**config.mk**
```make
export PLATFORM = sky130hd
export DESIGN_NAME = tpg_timing_ctrl
export DESIGN_NICKNAME = d
export VERILOG_FILES = /design/src/rtl/tpg_timing_ctrl.sv
export SDC_FILE = /design/constraint.sdc
export NUM_CORES = 1
export LEC_CHECK = 0
export BUFFER_PORTS_ARGS = -buffer_cell sky130_fd_sc_hd__buf_4
export CAP_MARGIN = 10
export CORE_MARGIN = 2
export CORE_UTILIZATION = 58
export CTS_BUF_LIST = sky130_fd_sc_hd__clkbuf_4
export DETAILED_ROUTE_END_ITERATION = 10
export GPL_TIMING_DRIVEN = 0
export PLACE_DENSITY = 0.8
export SYNTH_ARGS = -nofsm -noshare
export SYNTH_HDL_FRONTEND = slang
export SYNTH_SLANG_ARGS = --single-unit
```
**constraint.sdc**
```tcl
create_clock -name clk -period 3.6 [get_ports clk]
set_clock_uncertainty 0.15 [all_clocks]
set_input_delay 0.72 -clock clk [delete_from_list [all_inputs] [get_ports clk]]
set_output_delay 0.72 -clock clk [all_outputs]
set_load 0.02 [all_outputs]
```
**src/rtl/tpg_timing_ctrl.sv**
```systemverilog
// Timing controller for tpg. It keeps a shadow copy of the timing fields that
// software writes, and copies it to the active outputs only while tpg is held in reset.
module tpg_timing_ctrl #(
  parameter int H_BITS  = 12,
  parameter int V_BITS  = 12,
  parameter int CFG_W   = 12,
  parameter int RST_CYC = 4
) (
  input  logic              clk,
  input  logic              rst_n,
  input  logic              enable,
  input  logic              cfg_wr,
  input  logic [3:0]        cfg_addr,
  input  logic [CFG_W-1:0]  cfg_wdata,
  input  logic              cfg_commit,
  input  logic              tpg_vs,
  output logic              tpg_rst_n,
  output logic [H_BITS-1:0] tHS_START,
  output logic [H_BITS-1:0] tHS_END,
  output logic [H_BITS-1:0] tHACT_START,
  output logic [H_BITS-1:0] tHACT_END,
  output logic [H_BITS-1:0] tH_END,
  output logic [V_BITS-1:0] tVS_START,
  output logic [V_BITS-1:0] tVS_END,
  output logic [V_BITS-1:0] tVACT_START,
  output logic [V_BITS-1:0] tVACT_END,
  output logic [V_BITS-1:0] tV_END,
  output logic              busy,
  output logic              cfg_err,
  output logic [15:0]       frame_cnt
);

  localparam int CW = (RST_CYC > 1) ? $clog2(RST_CYC) : 1;
  localparam logic [CW-1:0] CNT_LAST = CW'(RST_CYC - 1);

  typedef enum logic [1:0] {IDLE, RUN, WAIT_FRAME, SWAP} state_t;
  state_t state, state_nxt;

  logic [H_BITS-1:0] sh_h  [5];
  logic [V_BITS-1:0] sh_v  [5];
  logic [H_BITS-1:0] act_h [5];
  logic [V_BITS-1:0] act_v [5];
  logic [CW-1:0]     cnt;
  logic              vs_q, cfg_valid, shadow_ok, boundary, swap_entry;
  logic [3:0]        v_addr;

  assign v_addr = cfg_addr - 4'd5;

  // A zero period would stall tpg, and an empty active window is also rejected.
  assign shadow_ok = (sh_h[4] != '0) && (sh_v[4] != '0) &&
                     (sh_h[2] < sh_h[3]) && (sh_h[3] <= sh_h[4]) &&
                     (sh_v[2] < sh_v[3]) && (sh_v[3] <= sh_v[4]);

  assign boundary   = vs_q && !tpg_vs;
  assign swap_entry = (state_nxt == SWAP) && (state != SWAP);
  assign busy       = (state == WAIT_FRAME) || (state == SWAP);
  assign tpg_rst_n  = (state == RUN) || (state == WAIT_FRAME);

  always_comb begin
    state_nxt = state;
    case (state)
      IDLE:       if (cfg_commit && shadow_ok)  state_nxt = SWAP;
                  else if (enable && cfg_valid) state_nxt = RUN;
      RUN:        if (cfg_commit && shadow_ok)  state_nxt = WAIT_FRAME;
                  else if (!enable)             state_nxt = IDLE;
      WAIT_FRAME: if (boundary || !enable)      state_nxt = SWAP;
      SWAP:       if (cnt == CNT_LAST)          state_nxt = enable ? RUN : IDLE;
      default:                                  state_nxt = IDLE;
    endcase
  end

  always_ff @(posedge clk or negedge rst_n) begin
    if (!rst_n) begin
      state     <= IDLE;
      vs_q      <= 1'b0;
      cfg_valid <= 1'b0;
      cfg_err   <= 1'b0;
      frame_cnt <= '0;
      cnt       <= '0;
      for (int i = 0; i < 5; i++) begin
        sh_h[i]  <= '0;
        sh_v[i]  <= '0;
        act_h[i] <= '0;
        act_v[i] <= '0;
      end
    end else begin
      state <= state_nxt;
      vs_q  <= tpg_vs;
      cnt   <= (state == SWAP) ? cnt + 1'b1 : '0;
      if (cfg_wr) begin
        if (cfg_addr < 4'd5)       sh_h[cfg_addr[2:0]] <= cfg_wdata[H_BITS-1:0];
        else if (cfg_addr < 4'd10) sh_v[v_addr[2:0]]   <= cfg_wdata[V_BITS-1:0];
      end
      if (cfg_commit && !busy) cfg_err <= !shadow_ok;
      // The swap reset takes priority over a boundary that arrives in the same cycle.
      if (swap_entry) begin
        act_h     <= sh_h;
        act_v     <= sh_v;
        cfg_valid <= 1'b1;
        frame_cnt <= '0;
      end else if (boundary && tpg_rst_n) begin
        frame_cnt <= frame_cnt + 16'd1;
      end
    end
  end

  assign tHS_START   = act_h[0];
  assign tHS_END     = act_h[1];
  assign tHACT_START = act_h[2];
  assign tHACT_END   = act_h[3];
  assign tH_END      = act_h[4];
  assign tVS_START   = act_v[0];
  assign tVS_END     = act_v[1];
  assign tVACT_START = act_v[2];
  assign tVACT_END   = act_v[3];
  assign tV_END      = act_v[4];

endmodule
```
# Word level (Yosys, flattened, before mapping)
# Cells that the tools add are included.
[totals]
reg_bits = 263
inputBits = 22
output_inout_bits = 139
elab_cells = 91
[classes]
addsub = 3
n_lt_le_gt_ge = 10
eq_ne = 6
muxes = 17
bitwise_logic = 3
reduce_logical = 26
[ops]
columns = ["op", "count"]
rows = [
  ["60-bit bitwise mux", 2],
  ["12-bit demux with 3-bit select", 2],
  ["16-bit two-way mux", 2],
  ["12-bit <= comparator", 2],
  ["12-bit less-than comparator", 2],
  ["12-bit two-way mux", 2],
  ["12-bit nonzero test", 2],
  ["16-bit by 1-bit adder with 16-bit output (second input constant)", 1],
  ["2-bit two-way mux", 7],
  ["1-bit logical AND", 13],
  ["2-bit equality test (second input constant)", 4],
  ["4-bit greater-or-equal comparator (second input constant)", 2],
  ["4-bit by 1-bit less-than comparator with 1-bit output (second input constant)", 2],
  ["3-bit NOT with 4-bit output", 2],
  ["2-bit case mux with 4 select lines", 1],
  ["1-bit logical NOT", 4],
  ["4-bit by 3-bit less-than comparator with 1-bit output (second input constant)", 1],
  ["4-bit less-than comparator (second input constant)", 1],
  ["1-bit logical OR", 3],
  ["3-bit AND reduction", 1],
  ["3-bit subtractor (second input constant)", 1],
  ["2-bit by 1-bit adder with 2-bit output (second input constant)", 1],
  ["2-bit by 1-bit equality test with 1-bit output (second input constant)", 1],
  ["2-bit logical NOT", 1],
  ["5 further kinds", 5],
]

# Logic depth before layout (Yosys ltp)
[logic_depth]
ltp_word = 12
depth_mapped = 11
mapped_depth_nobuf = 9

# Least setup slack after synthesis
# No wires, ideal clock.
[synth_path]
kind = "reg-to-reg"
from = "register sh_h[14] in the netlist's numbering"
to = "register act_h, in the netlist tHACT_END[0]"
setup_time_ns = 0.125
t_arrival_ns = 2.689
t_required_ns = 3.325
path_slack_ns = 0.636
stages_incl_launch_ff = 12
n_path_buf = 2
synth_period_minus_slack_ns = 2.964
cell_sequence = "dfrtp_1 -> inv_1 -> ha_1 -> a211oi_2 -> o21ai_1 -> a221oi_2 -> o221ai_1 -> or4b_1 -> o211a_2 -> buf_12 -> buf_12 -> mux2_4"
[synth_via]
elab_chain_len = 10
elab_cells_between_ends = 12
classes_between = "order compare: 2; eq/ne: 1; mux: 3; reduce/logical: 6"
[synth_rtl]
columns = ["element", "line_no", "rtl"]
rows = [
  ["start: declaration", "39", "logic [H_BITS-1:0] sh_h [5];"],
  ["start signal: indexed assignment", "91", "if (cfg_addr < 4'd5) sh_h[cfg_addr[2:0]] <= cfg_wdata[H_BITS-1:0];"],
  ["12-bit less-than comparator", "51", "(sh_h[2] < sh_h[3]) && (sh_h[3] <= sh_h[4]) &&"],
  ["1-bit logical AND", "50", "assign shadow_ok = (sh_h[4] != '0) && (sh_v[4] != '0) &&"],
  ["1-bit logical AND * (2 in series)", "51", ""],
  ["1-bit logical AND *", "52", "(sh_v[2] < sh_v[3]) && (sh_v[3] <= sh_v[4]);"],
  ["1-bit logical AND *", "62, 64", ""],
  ["2-bit two-way mux, on equally long branches", "64, 62", ""],
  ["2-bit case mux with 4 select lines *", "61", "case (state)"],
  ["2-bit equality test *", "55", "assign swap_entry = (state_nxt == SWAP) && (state != SWAP);"],
  ["1-bit logical AND *", "55", ""],
  ["end signal: assignment", "97", "act_h <= sh_h;"],
  ["end: declaration", "41", "logic [H_BITS-1:0] act_h [5];"],
]
# Every way passes the cells marked *; elsewhere a longest branch is shown, timed or not.
# A chain may end at the register's enable or synchronous reset.

# Final worst setup path
[layout_path]
from = "register sh_h[14] in the netlist's numbering"
to = "register act_h, in the netlist tHS_START[4]"
# The elaborated chain is that of the path after synthesis.

==> results.toml <==
[min_path]
hold_depth = 3
hp-class = "in2reg"
min_from = "cfg_commit"
min_to = "cfg_err"

[worst_setup_path]
cp.depth = 11
crit_family = "compound AO/OA/AOI/OAI gates"
path_common_cell = "buf_12"
max_stage_delay_ps = 570
r2r_cells = 11
critPathSlowestCell = "or4b_1"
reg2reg_to = "tHS_START[4]"
start_kind = "flip-flop"
regToRegSetupSlack_ps = 190
critPathKind = "reg2reg"
required_ps = 3960
worstPathCellList = "inv_1 -> ha_1 -> a211oi_2 -> o21ai_1 -> a221oi_2 -> o221ai_1 -> or4b_1 -> o211a_2 -> buf_12 -> buf_12 -> mux2_4"
critPathArrivalTime_ps = 3780
cp-end-kind = "flip-flop"
crit_buf_inv = 3
rr_startpoint = "sh_h[14]"
worstPathMaxFanout = 10

[power]
vdd_drop_max_uv = 738.5
p_per_area_nw_per_um2 = 889.8
p_int_mw = 8.401
finalPower_mw = 12.77
switchingPower_mw = 4.370
clockPowerShare = 0.199
switching_share = 0.3422
p_leak_nw = 7.237
p_seq_frac = 0.372
pwr-share-comb = 0.429

[synth]
ys_seq_area_frac = 0.5499
yosysTopAreaCell = "dfrtp_1"
synth_fp_nets = 938
synth.distinct_cells = 53
synth_edf_count = 0
syn_area_per_cell_sq_um = 13.87
synthCells = 863
synth_area_leaders = "dfrtp_1 (55%), mux2_4 (14%), mux2_2 (8.7%)"
async_flop_share = 1.000
syn_area_sq_um = 11970
ys.flop_type = "dfrtp_1"
synth_seq_cells = 263
yosysTopAreaCellShare = 0.5499
yosysWarningCount = 0

[sta]
slew_violations = 0
fin_crit_ps = 3414
setup_viol = 0
max_freq_ghz = 0.2929
finalCritPeriodShare = 0.9484
hold_viol_final = 0
relSlewSlack = 0.3541
tightestPinTransition_ps = 968.8
hold_slack_ps = 264.1
rsz0062_at_grt = "false"

[clock_network]
numClockSinks = 263
insertion_delay_ps = 660
cts_buffers = 68
cts.htree.levels = 3
cts.clk_slew.worst_paths_ps = 70
cts_tree = "built"
cts_max_path_buffers = 3
cts-root-buf = "clkbuf_4"

[routing]
routed_wl_microns = 26300
routedWlPerCell_microns = 18.81
vias = 7524
postRouteAntennaNets = 0
first_iter_violations = 353
first_pass_iters = 4
viasPerCell = 5.382
drc = 0

[global_routing]
grt.overflow.total = 0
grt_max_degree = 103
antenna_found_initial = 1
grt_first_pass_wirelength_microns = 41990
grt_pass1_vias = 7797
grt_usage = 0.2487

[floorplan]
num_io_pins = 161
core_area_sq_um = 20230
die_h_microns = 147.7
num_rows = 52
die_w_microns = 147.7
die_area_sq_um = 21800
start_util = 0.5915

[layout]
drive_gt1_frac = 0.4281
syn_to_final_growth_pct = 19.90
fin_util = 0.7093
fin_nets = 1160

[placed_design]
place_hpwl_microns = 18060
gp_congestion = 0.8131
port_buffers = 148

[job]
cap_violations = 0

[run_status]
status = "completed"
## cell usage after synthesis, drive strengths merged, types with 14 or more instances
master / count
inv: 53
nand3: 14
o21ai: 41
nor2: 14
buf: 21
clkbuf: 20
a21oi: 17
nand2: 52
nand4: 15
ha: 53
mux2: 206
dfrtp: 263
and2: 17
## flip-flops by register name, summed over array words and instances (netlist names)
signal / count
tHS_END: 12
tVS_END: 12
tHACT_END: 12
sh_v: 60
tHACT_START: 12
cfg_valid: 1
cfg_err: 1
tVACT_START: 12
tVACT_END: 12
frame_cnt: 16
tH_END: 12
tHS_START: 12
tV_END: 12
cnt: 2
sh_h: 60
state: 2
vs_q: 1
tVS_START: 12
## cell usage in the layout, fill, tap and decap left out, drive strengths merged, types with 15 or more instances in the layout
cell type	synthesis	final
mux2	206	206
a21oi	17	17
o21ai	41	41
clkbuf	20	111
clkinv	0	15
dfrtp	263	263
ha	53	53
buf	21	171
inv	53	55
nand2	52	52
nand4	15	15
and2	17	17
## metal layers
layer	GRT usage	routed length, microns	vias to the layer above
met1	0.3436	11640	3722
met4	0.09471	739	0
met5	0	0	-
li1	-	-	3512
met2	0.3765	12110	241
met3	0.07191	1805	49
## power groups by stage
stage	Combinational (mW)	Sequential (mW)	Clock (mW)
CTS	5.53	4.75	2.62
global route	5.85	4.86	2.80
detailed placement	5.50	4.78	0
finish	5.48	4.75	2.54
floorplan	3.08	5.35	0
global placement	5.36	4.74	0
## area by class of cell
type	count	area [sq um]
flip-flops and latches	263	6581
fillers	1404	5883
multi-input cells	506	4838
repair buffers	152	1194
clock buffers	91	683.2
plain buffers	41	355.3
well taps	270	337.8
inverters	53	198.9
clock inverters	20	157.7
diodes	2	5.005
## repair_timing
action | 4_1_cts | 5_1_grt
resized for setup | 0 | 1
setup buffers | 0 | 0
setup endpoints to repair | 0 | 123
hold endpoints to repair | 83 | 0
hold buffers | 2 | 0
## stage by stage
step	cells	TNS [ps]	instance area (sq um)	setup WS, ps
after floorplan	863	0	11970	636.1
after global placement	1281	-100270	13420	-395.7
after detailed placement	1283	0	13480	64.06
after CTS	1396	0	14340	15.42
after global routing	1397	0	14350	9.259
final	1398	0	14350	185.7
## worst max-delay path by stage
stage	slack, ps	start	end
5_1_grt	9	sh_h[14]	tHS_START[4]
2_1_floorplan	640	sh_h[14]	tHACT_END[0]
3_5_place_dp	60	sh_h[14]	tHS_START[4]
4_1_cts	20	sh_h[14]	tHS_START[4]
3_3_place_gp	-400	rst_n	tH_END[9]
6_report	190	sh_h[14]	tHS_START[4]
## tightest hold or removal path: cells and delay by family
family / cells / cell delay [ps]
buffers and inverters: 1 / 110
AO/OA/AOI/OAI: 2 / 170
## logic make-up after synthesis
group,synth area share
AND/OR/NAND/NOR,0.06774
flip-flops,0.5499
buffers and inverters,0.04631
XOR/XNOR,0.01098
multiplexers,0.2301
AO/OA/AOI/OAI,0.03962
adder cells (fa/ha/maj),0.05540
Power figures use the tool's default switching activity.
